**config.mk**
```make
export PLATFORM = sky130hd
export DESIGN_NAME = fnd_scan_ctrl
export DESIGN_NICKNAME = d
export VERILOG_FILES = /design/src/rtl/fnd_scan_ctrl.sv
export SDC_FILE = /design/constraint.sdc
export NUM_CORES = 1
export LEC_CHECK = 0
export ABC_AREA = 1
export BUFFER_PORTS_ARGS = -buffer_cell sky130_fd_sc_hd__buf_4
export CAP_MARGIN = 20
export CORE_ASPECT_RATIO = 0.7
export CORE_UTILIZATION = 58
export CTS_CLUSTER_DIAMETER = 40
export DETAILED_ROUTE_END_ITERATION = 10
export GPL_TIMING_DRIVEN = 0
export PLACE_DENSITY = 0.8
export SLEW_MARGIN = 10
export SYNTH_ARGS = -nofsm -noshare
export SYNTH_HDL_FRONTEND = slang
export SYNTH_SLANG_ARGS = --single-unit
```
**constraint.sdc**
```tcl
create_clock -name clk -period 2.85 [get_ports clk]
set_clock_uncertainty 0.1 [all_clocks]
set_input_delay 0 -clock clk [delete_from_list [all_inputs] [get_ports clk]]
set_output_delay 0 -clock clk [all_outputs]
set_load 0.005 [all_outputs]
```
**src/rtl/fnd_scan_ctrl.sv**
```systemverilog
// rtl/fnd_scan_ctrl.sv - multiplexed common-anode 7-segment scan controller
//
// Purpose:
//   Scans NUM_DIGITS common-anode digits, one slot of SCAN_DIV clocks per
//   digit. Each slot begins with BLANK_CYC clocks where every common is off,
//   so the previous digit's segments cannot ghost onto the next one. The
//   digit values are sampled once per frame, so a frame never shows a mix of
//   old and new data. The block also does hex font decode, per-digit decimal
//   points and optional leading-zero suppression.
//
// Ports:
//   clk         system clock
//   reset       asynchronous, active-high reset
//   en          scan enable; low = display dark, counters hold
//   digit_data  hex nibbles, digit k = [4k+3:4k], digit 0 = rightmost
//   dp_in       decimal point per digit, 1 = lit
//   blank_lz    1 = suppress leading zeros
//   sel         index of the digit owning the current slot
//   fnd_com     commons, active-low one-hot (bit k drives digit k)
//   fnd_font    segments {dp,g,f,e,d,c,b,a}, active-low
//   frame_tick  one-cycle pulse when sel wraps back to 0

module fnd_scan_ctrl #(
  parameter int NUM_DIGITS = 4,
  parameter int SCAN_DIV   = 100000,
  parameter int BLANK_CYC  = 16,
  localparam int SEL_W     = (NUM_DIGITS > 1) ? $clog2(NUM_DIGITS) : 1
) (
  input  logic                    clk,
  input  logic                    reset,
  input  logic                    en,
  input  logic [4*NUM_DIGITS-1:0] digit_data,
  input  logic [NUM_DIGITS-1:0]   dp_in,
  input  logic                    blank_lz,
  output logic [SEL_W-1:0]        sel,
  output logic [NUM_DIGITS-1:0]   fnd_com,
  output logic [7:0]              fnd_font,
  output logic                    frame_tick
);

  localparam int CNT_W = (SCAN_DIV > 2) ? $clog2(SCAN_DIV) : 2;

  typedef enum logic {
    PH_BLANK = 1'b0,
    PH_DRIVE = 1'b1
  } phase_t;

  // Scan position
  logic [CNT_W-1:0]        cnt_q, cnt_d;
  logic [SEL_W-1:0]        sel_q, sel_d;

  // Frame snapshot of the inputs
  logic [4*NUM_DIGITS-1:0] snap_data_q, snap_data_d;
  logic [NUM_DIGITS-1:0]   snap_dp_q, snap_dp_d;
  logic                    snap_blz_q, snap_blz_d;

  // Registered pin drivers
  logic [NUM_DIGITS-1:0]   com_q, com_d;
  logic [7:0]              font_q, font_d;
  logic                    tick_q, tick_d;

  // Decode helpers
  phase_t                  phase;
  logic                    slot_end;
  logic                    last_digit;
  logic                    frame_start;
  logic                    all_zero;
  logic [NUM_DIGITS-1:0]   supp;
  logic [3:0]              cur_nib;
  logic                    cur_dp;
  logic                    cur_supp;

  // Hex font, segments g..a, active-low (dp handled separately)
  function automatic logic [6:0] hex_font(input logic [3:0] nib);
    logic [6:0] seg;
    case (nib)
      4'h0:    seg = 7'h40;
      4'h1:    seg = 7'h79;
      4'h2:    seg = 7'h24;
      4'h3:    seg = 7'h30;
      4'h4:    seg = 7'h19;
      4'h5:    seg = 7'h12;
      4'h6:    seg = 7'h02;
      4'h7:    seg = 7'h78;
      4'h8:    seg = 7'h00;
      4'h9:    seg = 7'h10;
      4'hA:    seg = 7'h08;
      4'hB:    seg = 7'h03;
      4'hC:    seg = 7'h46;
      4'hD:    seg = 7'h21;
      4'hE:    seg = 7'h06;
      default: seg = 7'h0E;
    endcase
    return seg;
  endfunction

  // Slot / frame position decode
  always_comb begin
    slot_end    = (cnt_q == CNT_W'(SCAN_DIV - 1));
    last_digit  = (sel_q == SEL_W'(NUM_DIGITS - 1));
    frame_start = (cnt_q == '0) && (sel_q == '0);
    phase       = (cnt_q < CNT_W'(BLANK_CYC)) ? PH_BLANK : PH_DRIVE;
  end

  // Next state: prescaler, digit select, frame snapshot, frame tick
  always_comb begin
    cnt_d       = cnt_q;
    sel_d       = sel_q;
    snap_data_d = snap_data_q;
    snap_dp_d   = snap_dp_q;
    snap_blz_d  = snap_blz_q;
    tick_d      = 1'b0;

    if (en) begin
      if (slot_end) begin
        cnt_d  = '0;
        // Explicit wrap so sel never reaches NUM_DIGITS when it is not a power of 2
        sel_d  = last_digit ? '0 : sel_q + SEL_W'(1);
        // Registered, so the pulse lands in the cycle where cnt=0, sel=0
        tick_d = last_digit;
      end else begin
        cnt_d = cnt_q + CNT_W'(1);
      end

      // Sampling at the first cycle of slot 0 keeps a whole frame coherent
      if (frame_start) begin
        snap_data_d = digit_data;
        snap_dp_d   = dp_in;
        snap_blz_d  = blank_lz;
      end
    end
  end

  // Leading-zero suppression: walk down from the leftmost digit while every
  // nibble seen so far is zero. Digit 0 is never suppressed so "0" shows.
  always_comb begin
    supp     = '0;
    all_zero = 1'b1;
    for (int k = NUM_DIGITS - 1; k >= 1; k--) begin
      all_zero = all_zero & (snap_data_q[4*k +: 4] == 4'h0);
      supp[k]  = all_zero & snap_blz_q;
    end
  end

  // Select the snapshot fields for the current slot. Compare-based mux so an
  // out-of-range sel code (NUM_DIGITS not a power of 2) selects nothing.
  always_comb begin
    cur_nib  = 4'h0;
    cur_dp   = 1'b0;
    cur_supp = 1'b0;
    for (int k = 0; k < NUM_DIGITS; k++) begin
      if (sel_q == SEL_W'(k)) begin
        cur_nib  = snap_data_q[4*k +: 4];
        cur_dp   = snap_dp_q[k];
        cur_supp = supp[k];
      end
    end
  end

  // Pin drivers: dark during BLANK and while disabled, else one common low
  always_comb begin
    com_d  = '1;
    font_d = 8'hFF;
    if (en && (phase == PH_DRIVE)) begin
      for (int k = 0; k < NUM_DIGITS; k++) begin
        if (sel_q == SEL_W'(k)) begin
          com_d[k] = 1'b0;
        end
      end
      font_d = {~cur_dp, (cur_supp ? 7'h7F : hex_font(cur_nib))};
    end
  end

  always_ff @(posedge clk or posedge reset) begin
    if (reset) begin
      cnt_q       <= '0;
      sel_q       <= '0;
      snap_data_q <= '0;
      snap_dp_q   <= '0;
      snap_blz_q  <= 1'b0;
      com_q       <= '1;
      font_q      <= 8'hFF;
      tick_q      <= 1'b0;
    end else begin
      cnt_q       <= cnt_d;
      sel_q       <= sel_d;
      snap_data_q <= snap_data_d;
      snap_dp_q   <= snap_dp_d;
      snap_blz_q  <= snap_blz_d;
      com_q       <= com_d;
      font_q      <= font_d;
      tick_q      <= tick_d;
    end
  end

  assign sel        = sel_q;
  assign fnd_com    = com_q;
  assign fnd_font   = font_q;
  assign frame_tick = tick_q;

endmodule

```
==> qor.csv, run 1 <==
stage;metric;value;unit
drt;postRouteAntennaNets;0;
finish;fillers;360;
floorplanning;start_util;61.9;%
place;port_buffers;38;
global_routing;grt_max_degree;31;
clock_tree;cts-resized-gates;0;
drt;firstDrtPassIters;5;
sta;setup_tns;0;ns
finish;final_common_cell;nand2_1;
power;ir_worst_vdd;0.349;mV
power;p_sw_share;27.7;%
synth;synth.distinct_cells;30;
drt;vias_per_cell;5.26;
clock_tree;path_clk_slew;0.09;ns
power;cellInternalPower;0.00124;W
run_status;outcome;finished, final reports clean;
power;p_comb_share;18.6;%
power;leakagePower;1.97;nW
sta;slew_headroom;64.6;%
synth;synth_nets;431;
floorplanning;core;4890;sq um
finish;synthToLayoutAreaGrowth;24.4;%
drt;dr_total_vias;2804;
drt;wire_per_inst;13.0;um
setup_path;crit_required;2.99;ns
clock_tree;cts_buffer_depth;2;
finish;mostFrequentLayoutCells;124 x nand2_1, 52 x nand3_1, 41 x dfrtp_1;
floorplanning;io_pins;39;
clock_tree;cts_hold_buf;23;
finish;multi_input_area;1430;sq um
sta;finalHoldViolCount;0;
finish;seqCellArea;1340;sq um
finish;final_nets;500;
floorplanning;num_rows;21;
synth;netlist_area;3030;sq um
setup_path;critPathCaptureType;flip-flop;
global_routing;grt_overflow;0;
setup_path;startpoint_type;flip-flop;
sta;setup_viol;0;
sta;fin_crit_sh;83.0;%
synth;postSynthCellCount;394;
sta;grt_setup_unrepaired;false;
finish;drive_above_1_share;19.4;%
sta;worst_pin_slew;0.530;ns
global_routing;antenna_found_initial;0;
sta;fmax;0.423;GHz
place;hpwl;4920;um
clock_tree;cts.sinks;53;
synth;ys_seq_area_share;44.3;%
global_routing;grt_pass1_vias;2504;
clock_tree;clk_latency;0.30;ns
power;pwr-share-clk;30.7;%
global_routing;grt_use_total;27.9;%
setup_path;path_class;reg -> reg;
floorplanning;die_h;62.4;um
clock_tree;cts_max_level;2;
setup_path;critPathArrivalTime;2.50;ns
min_path;min_path_type;in -> async;
synth;ys_ff_latch;53;
flow_run;cap_viol_max_count;0;
floorplanning;die-area;5520;sq um
power;switching_power;0.000475;W
place;gp_congestion;0.923;
finish;diodes;0;
synth;yosysWarnings;0;
clock_tree;post_cts_buffers;0;
floorplanning;die_x;88.3;um
power;power-per-cell-area;455;nW/um^2
drt;wl;6930;um
clock_tree;cts_tree;done;
global_routing;grt_pass1_wl;11800;um
clock_tree;cts_root_buf;clkbuf_8;
synth;synth_area_per_cell;7.68;sq um
clock_tree;cts_buffers;5;
sta;period_minus_slack;2.37;ns
drt;remaining_drc_errors;0;
setup_path;path_max_fanout;7;
drt;drt_iter0_drc;288;
sta;drv_slew;0;
power;p_total;0.00171;W
power;seqPwrFrac;50.6;%
[cell usage after synthesis (all sizes together)]
library cell	count	share of area, %
o22ai	1	0.21
nand3b	1	0.25
a21oi	7	1.2
inv	44	5.5
xnor2	2	0.58
a21boi	1	0.37
o21bai	1	0.25
dfstp	12	10
nor2	46	6.7
xor2	5	1.4
o31ai	1	0.25
nand3	52	8.6
nand4	7	1.4
nor3	5	1.2
nor4	2	0.41
o21ai	10	1.7
o211ai	1	0.25
nand2	131	17
ha	13	5.4
dfrtp	41	34
buf	11	2.9
[layer usage]
layer | wire [um] | vias up | global-route usage, %
met5 | 0 | - | 0
met1 | 3330 | 1272 | 43.5
met2 | 2890 | 139 | 39.1
met3 | 594 | 10 | 5.55
met4 | 103 | 0 | 7.86
li1 | - | 1383 | -
[state kept, by name (all words and copies together) (netlist names)]
register / count
cnt_q: 17
snap_data_q: 16
fnd_font: 8
fnd_com: 4
snap_dp_q: 4
sel: 2
frame_tick: 1
snap_blz_q: 1
[through the flow]
stage          area, sq um  instances  util, %  hold WS, ns  worst slack (ns)
4_1_cts               3760        533     77.0        0.205             0.512
3_3_place_gp          3400        501     69.5        0.128             0.593
5_1_grt               3760        533     77.0        0.234             0.298
6_report              3760        533     77.0        0.193             0.483
2_1_floorplan         3030        394        -       0.0445             0.822
3_5_place_dp          3420        502     69.9      -0.0231             0.551
[worst max-delay path, stage by stage, from the launching register on]
cell      delay [ns]
dfrtp_1         0.46
inv_1           0.10
ha_1            0.34
inv_2           0.11
nand3_1         0.09
nand2_1         0.08
a21boi_2        0.32
inv_1           0.14
ha_1            0.23
nand3b_1        0.15
nand3_1         0.10
nand3_1         0.08
[worst paths after layout]
path / from / endpoint / slack (ns) / depth (start not counted)
setup / recovery: sel[1]$_DFFE_PP0P_ / fnd_font[0]$_DFF_PP1_ / 0.48 / 11
hold reg to reg: snap_dp_q[3]$_DFFE_PP0P_ / fnd_font[7]$_DFF_PP1_ / 0.37 / 1
setup reg to reg: sel[1]$_DFFE_PP0P_ / fnd_font[0]$_DFF_PP1_ / 0.48 / 11
max in group asynchronous: reset / fnd_font[4]$_DFF_PP1_ / 1.85 / 4
min in group clk: snap_dp_q[3]$_DFFE_PP0P_ / fnd_font[7]$_DFF_PP1_ / 0.37 / 1
hold / removal: reset / frame_tick$_DFF_PP0_ / 0.19 / 3
[power by group through the flow]
stage               sequential [W]  clock, W  combinational [W]
floorplan                 0.000870         0           0.000208
global placement          0.000878         0           0.000276
detailed placement        0.000880         0           0.000291
CTS                       0.000866  0.000534           0.000317
global route              0.000876  0.000566           0.000358
finish                    0.000868  0.000526           0.000319
[layout make-up]
| type | instances | share of cell area (%) |
|---|---|---|
| multi-input cells | 286 | 38.0 |
| flip-flops and latches | 53 | 35.6 |
| repair buffers | 62 | 14.2 |
| inverters | 44 | 4.39 |
| plain buffers | 11 | 2.36 |
| clock buffers | 7 | 2.29 |
| well taps | 69 | 2.29 |
| clock inverters | 1 | 0.798 |
[kinds of logic (layout without fill, tap and decap cells)]
logic type	after synthesis	in the layout	share of synthesized area, %
AOI/OAI and AO/OA	22	22	4.13
DFF	53	53	44.3
buffers and inverters	55	125	8.39
and+or+nand+nor	244	244	35.8
xor gates and xnor gates	7	7	2.03
adders and majority gates	13	13	5.37
Power figures use the tool's default switching activity.
==> inputs of run 2 (changes only) <==
--- a/config.mk
+++ b/config.mk
@@ -5,15 +5,15 @@
 export SDC_FILE = /design/constraint.sdc
 export NUM_CORES = 1
 export LEC_CHECK = 0
-export ABC_AREA = 1
+export ABC_AREA = 0
 export BUFFER_PORTS_ARGS = -buffer_cell sky130_fd_sc_hd__buf_4
 export CAP_MARGIN = 20
 export CORE_ASPECT_RATIO = 0.7
-export CORE_UTILIZATION = 58
+export CORE_UTILIZATION = 51
 export CTS_CLUSTER_DIAMETER = 40
 export DETAILED_ROUTE_END_ITERATION = 10
 export GPL_TIMING_DRIVEN = 0
-export PLACE_DENSITY = 0.8
+export PLACE_DENSITY = 0.75
 export SLEW_MARGIN = 10
 export SYNTH_ARGS = -nofsm -noshare
 export SYNTH_HDL_FRONTEND = slang
==> constraint.sdc (replaced) <==
create_clock -name clk -period 1.89 [get_ports clk]
set_clock_uncertainty 0.1 [all_clocks]
set_input_delay 0 -clock clk [delete_from_list [all_inputs] [get_ports clk]]
set_output_delay 0 -clock clk [all_outputs]
set_load 0.005 [all_outputs]
==> qor.csv, run 2 <==
stage;metric;value;unit;change
clock_tree;cts_root_buf;clkbuf_8;;
power;power-per-cell-area;628;nW/um^2;+38%
clock_tree;cts_buffers;5;;unchanged
power;seqPwrFrac;49.9;%;-0.7 points
floorplanning;core;5230;sq um;+7.0%
clock_tree;cts_tree;done;;
drt;dr_total_vias;2463;;-12%
synth;yosysWarnings;0;;unchanged
setup_path;critPathMaxStageDelay;0.47;ns;about the same
floorplanning;io_pins;39;;unchanged
setup_path;critPathCaptureType;flip-flop;;
clock_tree;path_clk_slew;0.10;ns;about the same
drt;wire_per_inst;21.3;um;+64%
power;p_total;0.00264;W;+54%
setup_path;crit_required;2.00;ns;-0.99 ns
finish;diodes;0;;unchanged
setup_path;crit_family;buffers and inverters;;
finish;instances_no_fill;416;;-22%
run_status;violations;negative setup slack;;
setup_path;path_class;reg -> reg;;
drt;postRouteAntennaNets;0;;unchanged
power;cellInternalPower;0.00185;W;+49%
run_status;outcome;finished with violations;;
global_routing;grt_pass1_vias;2216;;-12%
global_routing;grt_overflow;0;;unchanged
sta;finalHoldViolCount;0;;unchanged
global_routing;grt_use_total;27.3;%;-0.60 points
drt;firstDrtPassIters;5;;unchanged
clock_tree;cts_max_level;2;;unchanged
setup_path;path_common_cell;ha_4;;
power;p_sw_share;30.1;%;+2.4 points
min_path;min_path_type;in -> async;;
flow_run;cap_viol_max_count;0;;unchanged
synth;ys_ff_latch;53;;unchanged
sta;grt_setup_unrepaired;true;;
drt;remaining_drc_errors;0;;unchanged
clock_tree;cts_buffer_depth;2;;unchanged
place;gp_congestion;0.848;;-8.1%
finish;mostFrequentLayoutCells;65 x buf_4, 37 x dfrtp_1, 26 x nand2_1;;
sta;drv_slew;0;;unchanged
synth;netlist_area;2760;sq um;-8.8%
synth;synthArstFlopShare;100;%;unchanged
synth;synthMostInstantiatedCell;dfrtp_1;;
setup_path;timing.critical_path.buf_inv;3;;unchanged
setup_path;path_max_fanout;7;;unchanged
finish;final_nets;380;;-24%
finish;largest_reg_flops;17;;unchanged
synth;synthFlopType;dfrtp_1;;
synth;synth.top_cells.by_count;41 x dfrtp_1, 27 x nand2_1, 20 x mux2_4, 13 x ha_1;;
floorplanning;die_x;90.0;um;+1.8%
global_routing;antenna_found_initial;0;;unchanged
finish;final_common_cell;buf_4;;
clock_tree;cts.sinks;53;;unchanged
place;hpwl;4060;um;-17%
sta;worst_pin_slew;0.618;ns;+0.0881 ns
power;leakagePower;1.96;nW;-0.95%
sta;fmax;0.417;GHz;-1.2%
sta;holdWs;0.0896;ns;-0.103 ns
power;pwr-share-clk;23.8;%;-6.9 points
floorplanning;num_rows;22;;+4.8%
setup_path;critPathArrivalTime;2.50;ns;about the same
synth;synth-edff-count;0;;unchanged
setup_path;path_cells;buf_6 -> ha_4 -> clkbuf_16 -> mux2i_1 -> a31oi_2 -> inv_2 -> ha_4 -> mux2_4 -> nand2_4 -> o311ai_4;;
synth;synth_nets;276;;-36%
synth;synth_area_per_cell;11.6;sq um;+50%
sta;setup_viol;31;;+31
setup_path;startpoint_type;flip-flop;;
setup_path;worst_path_max_delay_cell;dfrtp_2;;
floorplanning;die-area;5720;sq um;+3.7%
synth;yosysTopAreaCellShare;37.2;%;+3.3 points
drt;vias_per_cell;5.92;;+13%
synth;synth.largest_area_cell;dfrtp_1;;
finish;synthToLayoutAreaGrowth;52.4;%;
place;port_buffers;38;;unchanged
sta;fin_crit_sh;127;%;+44 points
global_routing;grt_pass1_wl;11700;um;-0.75%
sta;period_minus_slack;2.40;ns;+0.0286 ns
synth;synth_area_leaders;dfrtp_1 37%, dfstp_2 11%, mux2_4 11%, ha_1 5.9%, nand2_1 3.7%;;
drt;wl;8880;um;+28%
setup_path;rrSetupSlack;-0.51;ns;-0.99 ns
sta;setup_tns;-11.67;ns;-11.67 ns
finish;drive_above_1_share;47.7;%;+28 points
sta;slew_headroom;58.8;%;-5.8 points
synth;postSynthCellCount;239;;-39%
clock_tree;clk_latency;0.31;ns;about the same
power;ir_worst_vdd;0.473;mV;+36%
finish;largest-register;cnt_q;;
synth;ys_seq_area_share;48.6;%;+4.3 points
power;p_comb_share;26.2;%;+7.6 points
place;dp_cells;350;;-30%
floorplanning;die_h;63.6;um;+1.8%
global_routing;grt_max_degree;42;;+35%
synth;synth.distinct_cells;43;;+43%
power;switching_power;0.000796;W;+68%
drt;drt_iter0_drc;268;;-6.9%
sta;layout_setup_ws;-0.505;ns;-0.989 ns
floorplanning;start_util;52.8;%;-9.1 points
[run 2: cell count changes in the layout (fill, tap and decap cells not counted), sizes merged, moves of 6 or more]
cell and change:
buf +28, inv -33, mux2 +22, nand2 -104, nand3 -44, nor2 -34, o21ai -6, xnor2 +6
[run 2: layer usage]
metal / vias to the layer above / part of all wire, % / global-route usage, %
li1: 1054 / - / -
met1: 1164 / 41 / 39.0
met2: 200 / 46 / 41.2
met3: 45 / 9.1 / 5.19
met4: 0 / 4.4 / 10.9
met5: - / 0 / 0
[run 2: repair_timing]
action / in CTS / in global routing
gates cloned: 2 / 0
endpoints found under the hold margin: 63 / 0
hold buffers: 23 / 0
resized for setup: 38 / 25
pin swaps: 13 / 10
buffers inserted: 25 / 10
endpoints found under the setup margin: 38 / 37
[run 2: worst reg2reg max path, delay by kind of cell, from the launching register on]
kind	cells	cell delay, ns
AND/OR/NAND/NOR	1	0.08
adder cells (fa/ha/maj)	2	0.36
flip-flops	1	0.47
buffers and inverters	3	0.48
AO/OA/AOI/OAI	2	0.38
multiplexers	2	0.42
[run 2: layout make-up]
type                       count  area (sq um)
multi-input combinational    167          1650
sequential                    53          1350
inverter                      11          43.8
tap                           72          90.1
buffer                         7           106
timing repair buffer          98           891
fill                         275          1020
clock buffer                   8          80.1
[run 2: cell families (layout without fill, tap and decap cells)]
family                   count (synthesis)  after routing  share of synthesized area, %
multiplexers                            27             27                          13.5
XOR/XNOR                                15             15                          4.76
AO/OA/AOI/OAI                           26             26                          7.07
buffers and inverters                   19            124                          3.44
AND/OR/NAND/NOR                         86             86                          16.8
adder cells (fa/ha/maj)                 13             13                          5.89
flip-flops                              53             53                          48.6
[run 2: final timing paths]
path / startpoint / endpoint / depth (start not counted)
min: reset / cnt_q[4]$_DFFE_PP0P_ / 3
min in group clk: en / cnt_q[2]$_DFFE_PP0P_ / 4
max: sel[0]$_DFFE_PP0P_ / fnd_font[6]$_DFF_PP1_ / 10
max in group asynchronous: reset / fnd_com[1]$_DFF_PP1_ / 4
max reg2reg: sel[0]$_DFFE_PP0P_ / fnd_font[6]$_DFF_PP1_ / 10
min reg2reg: snap_data_q[3]$_DFFE_PP0P_ / snap_data_q[3]$_DFFE_PP0P_ / 1
[run 2: through the flow]
stage                     util (%)  instance area, sq um  setup slack [ns]
final                         80.5                  4210            -0.505
after global routing          80.5                  4210            -0.605
after CTS                     76.7                  4010            -0.376
after detailed placement      61.7                  3230            -0.536
after global placement        61.4                  3210            -0.518
after floorplan                  -                  2830            -0.291
[run 2: power by group through the flow]
stage	clock network [W]	logic, W	registers (W)
after floorplan	0	0.000277	0.00131
after CTS	0.000621	0.000556	0.00130
after global routing	0.000675	0.000737	0.00133
after detailed placement	0	0.000418	0.00132
final	0.000630	0.000694	0.00132
after global placement	0	0.000399	0.00132
==> inputs of run 3 (changes only) <==
--- a/config.mk
+++ b/config.mk
@@ -9,11 +9,12 @@
 export BUFFER_PORTS_ARGS = -buffer_cell sky130_fd_sc_hd__buf_4
 export CAP_MARGIN = 20
 export CORE_ASPECT_RATIO = 0.7
-export CORE_UTILIZATION = 51
+export CORE_UTILIZATION = 53
+export CTS_BUF_LIST = sky130_fd_sc_hd__clkbuf_2 sky130_fd_sc_hd__clkbuf_4 sky130_fd_sc_hd__clkbuf_8
 export CTS_CLUSTER_DIAMETER = 40
 export DETAILED_ROUTE_END_ITERATION = 10
 export GPL_TIMING_DRIVEN = 0
-export PLACE_DENSITY = 0.75
+export PLACE_DENSITY = 0.78
 export SLEW_MARGIN = 10
 export SYNTH_ARGS = -nofsm -noshare
 export SYNTH_HDL_FRONTEND = slang
==> qor.csv, run 3 (synthesis gave the netlist of run 2 again) <==
stage;metric;value;unit;change
run_status;outcome;finished with violations;;
run_status;violations;negative setup slack;;
setup_path;ff2ff_path_depth;9;;-1
clock_tree;cts.sinks;53;;unchanged
setup_path;critPathCaptureType;flip-flop;;
finish;mostFrequentLayoutCells;64 x buf_4, 32 x dfrtp_1, 24 x nand2_1;;
setup_path;crit_required;2.03;ns;+0.03 ns
power;ir_worst_vdd;0.422;mV;-11%
setup_path;critPathArrivalTime;2.51;ns;about the same
global_routing;grt_pass1_wl;11800;um;+1.1%
global_routing;grt_max_degree;31;;-26%
finish;largest_reg_flops;17;;unchanged
setup_path;crit_start;sel[0]$_DFFE_PP0P_;;
drt;wl;9010;um;+1.5%
drt;drt_iter0_drc;324;;+21%
setup_path;rrSetupSlack;-0.48;ns;+0.02 ns
finish;final_common_cell;buf_4;;
sta;fin_crit_sh;125;%;-1.2 points
global_routing;antenna_found_initial;0;;unchanged
floorplanning;io_pins;39;;unchanged
place;pre_cts_slack;-0.538;ns;-0.00263 ns
setup_path;path_max_fanout;9;;+2
finish;fin_util;84.6;%;+4.1 points
floorplanning;start_util;56.5;%;+3.7 points
setup_path;rr_endpoint;fnd_font[0]$_DFF_PP1_;;
sta;period_minus_slack;2.37;ns;-0.0236 ns
sta;worst_pin_slew;0.581;ns;-0.0367 ns
drt;postRouteAntennaNets;0;;unchanged
sta;setup_viol;35;;+13%
clock_tree;path_clk_slew;0.10;ns;about the same
sta;layout_setup_ws;-0.482;ns;+0.0236 ns
flow_run;cap_viol_max_count;0;;unchanged
min_path;min_path_type;in -> async;;
finish;final_nets;375;;-1.3%
floorplanning;die-area;5510;sq um;-3.7%
clock_tree;cts_root_buf;clkbuf_8;;
finish;largest-register;cnt_q;;
sta;grt_setup_unrepaired;true;;
clock_tree;cts_buffer_depth;2;;unchanged
sta;setup_tns;-9.85;ns;+1.82 ns
global_routing;grt_overflow;0;;unchanged
place;port_buffers;38;;unchanged
drt;remaining_drc_errors;0;;unchanged
floorplanning;die_x;88.3;um;-1.9%
clock_tree;clk_latency;0.33;ns;+0.02 ns
drt;dr_total_vias;2548;;+3.5%
place;hpwl;4110;um;+1.2%
sta;slew_headroom;61.3;%;+2.4 points
finish;synthToLayoutAreaGrowth;49.7;%;
sta;fmax;0.422;GHz;+1.0%
sta;drv_slew;0;;unchanged
power;leakagePower;1.89;nW;-3.3%
finish;diodes;0;;unchanged
floorplanning;core;4890;sq um;-6.6%
power;power-per-cell-area;657;nW/um^2;+4.6%
clock_tree;cts_max_level;2;;unchanged
drt;vias_per_cell;6.25;;+5.5%
sta;finalHoldViolCount;0;;unchanged
clock_tree;cts_buffers;5;;unchanged
place;gp_congestion;0.845;;-0.39%
setup_path;setup.worst_path.end;fnd_font[0]$_DFF_PP1_;;
drt;wire_per_inst;22.1;um;+3.5%
setup_path;startpoint_type;flip-flop;;
drt;firstDrtPassIters;6;;+1
floorplanning;die_h;62.4;um;-1.8%
floorplanning;num_rows;21;;-4.5%
finish;drive_above_1_share;50.4;%;+2.8 points
setup_path;path_class;reg -> reg;;
clock_tree;cts_tree;done;;
global_routing;grt_pass1_vias;2340;;+5.6%
setup_path;crit-reg2reg-launch;sel[0]$_DFFE_PP0P_;;
global_routing;grt_use_total;29.4;%;+2.1 points
[run 3: cell count changes in the layout (fill, tap and decap cells not counted), sizes merged]
cell    before  now
clkinv       0    1
buf         78   74
bufbuf       2    0
[run 3: how the worst min path moves through the flow]
| stage | to | slack [ns] | cells past startpoint |
|---|---|---|---|
| 2_1_floorplan | snap_data_q[0]$_DFFE_PP0P_ | 0.05 | 1 |
| 3_3_place_gp | snap_dp_q[0]$_DFFE_PP0P_ | 0.13 | 2 |
| 3_5_place_dp | cnt_q[4]$_DFFE_PP0P_ | -0.04 | 2 |
| 4_1_cts | cnt_q[2]$_DFFE_PP0P_ | 0.10 | 4 |
| 5_1_grt | frame_tick$_DFF_PP0_ | 0.22 | 3 |
| 6_report | cnt_q[0]$_DFFE_PP0P_ | 0.16 | 3 |
[run 3: stage by stage]
| stage | instances | total power (W) | hold slack, ns | cell area [sq um] |
|---|---|---|---|---|
| CTS | 398 | 0.00256 | 0.101 | 3960 |
| global route | 408 | 0.00281 | 0.215 | 4130 |
| floorplan | 239 | 0.00158 | 0.0485 | 2830 |
| finish | 408 | 0.00272 | 0.163 | 4130 |
| global placement | 346 | 0.00172 | 0.131 | 3210 |
| detailed placement | 347 | 0.00174 | -0.0443 | 3230 |
[run 3: cell type report]
cell class | instances | area (sq um)
Timing Repair Buffer | 93 | 810
Sequential cell | 53 | 1350
Tap cell | 69 | 86.3
Buffer | 7 | 106
Inverter | 11 | 43.8
Clock inverter | 1 | 5.00
Clock buffer | 7 | 96.3
Multi-Input combinational cell | 167 | 1630
Fill cell | 239 | 753
[run 3: what timing repair did]
item | CTS | global route
cloned | 0 | 1
hold endpoints to repair | 72 | 0
pin swaps | 9 | 11
gates resized for setup | 40 | 26
setup endpoints to repair | 38 | 38
hold buffers | 23 | 0
buffers inserted | 21 | 9
[run 3: critical path, cell delays in order, from the launching register on]
cell and delay, ns:
dfrtp_2 0.48, inv_2 0.15, ha_4 0.27, nand2b_1 0.10, mux2i_2 0.21, a31oi_2 0.11, ha_1 0.30, or3_1 0.40
o221ai_1 0.08, nand2_1 0.08
[run 3: power by group]
group,switching (W),total (W),internal [W]
Clock,0.000385,0.000717,0.000332
Combinational,0.000341,0.000674,0.000333
Sequential,0.0000998,0.00133,0.00123
Total,0.000826,0.00272,0.00189
[run 3: layer usage]
layer	global-route usage, %	share of wire [%]
met5	0	0
met4	14.1	6.5
met3	6.61	13
met2	43.1	42
met1	41.3	39
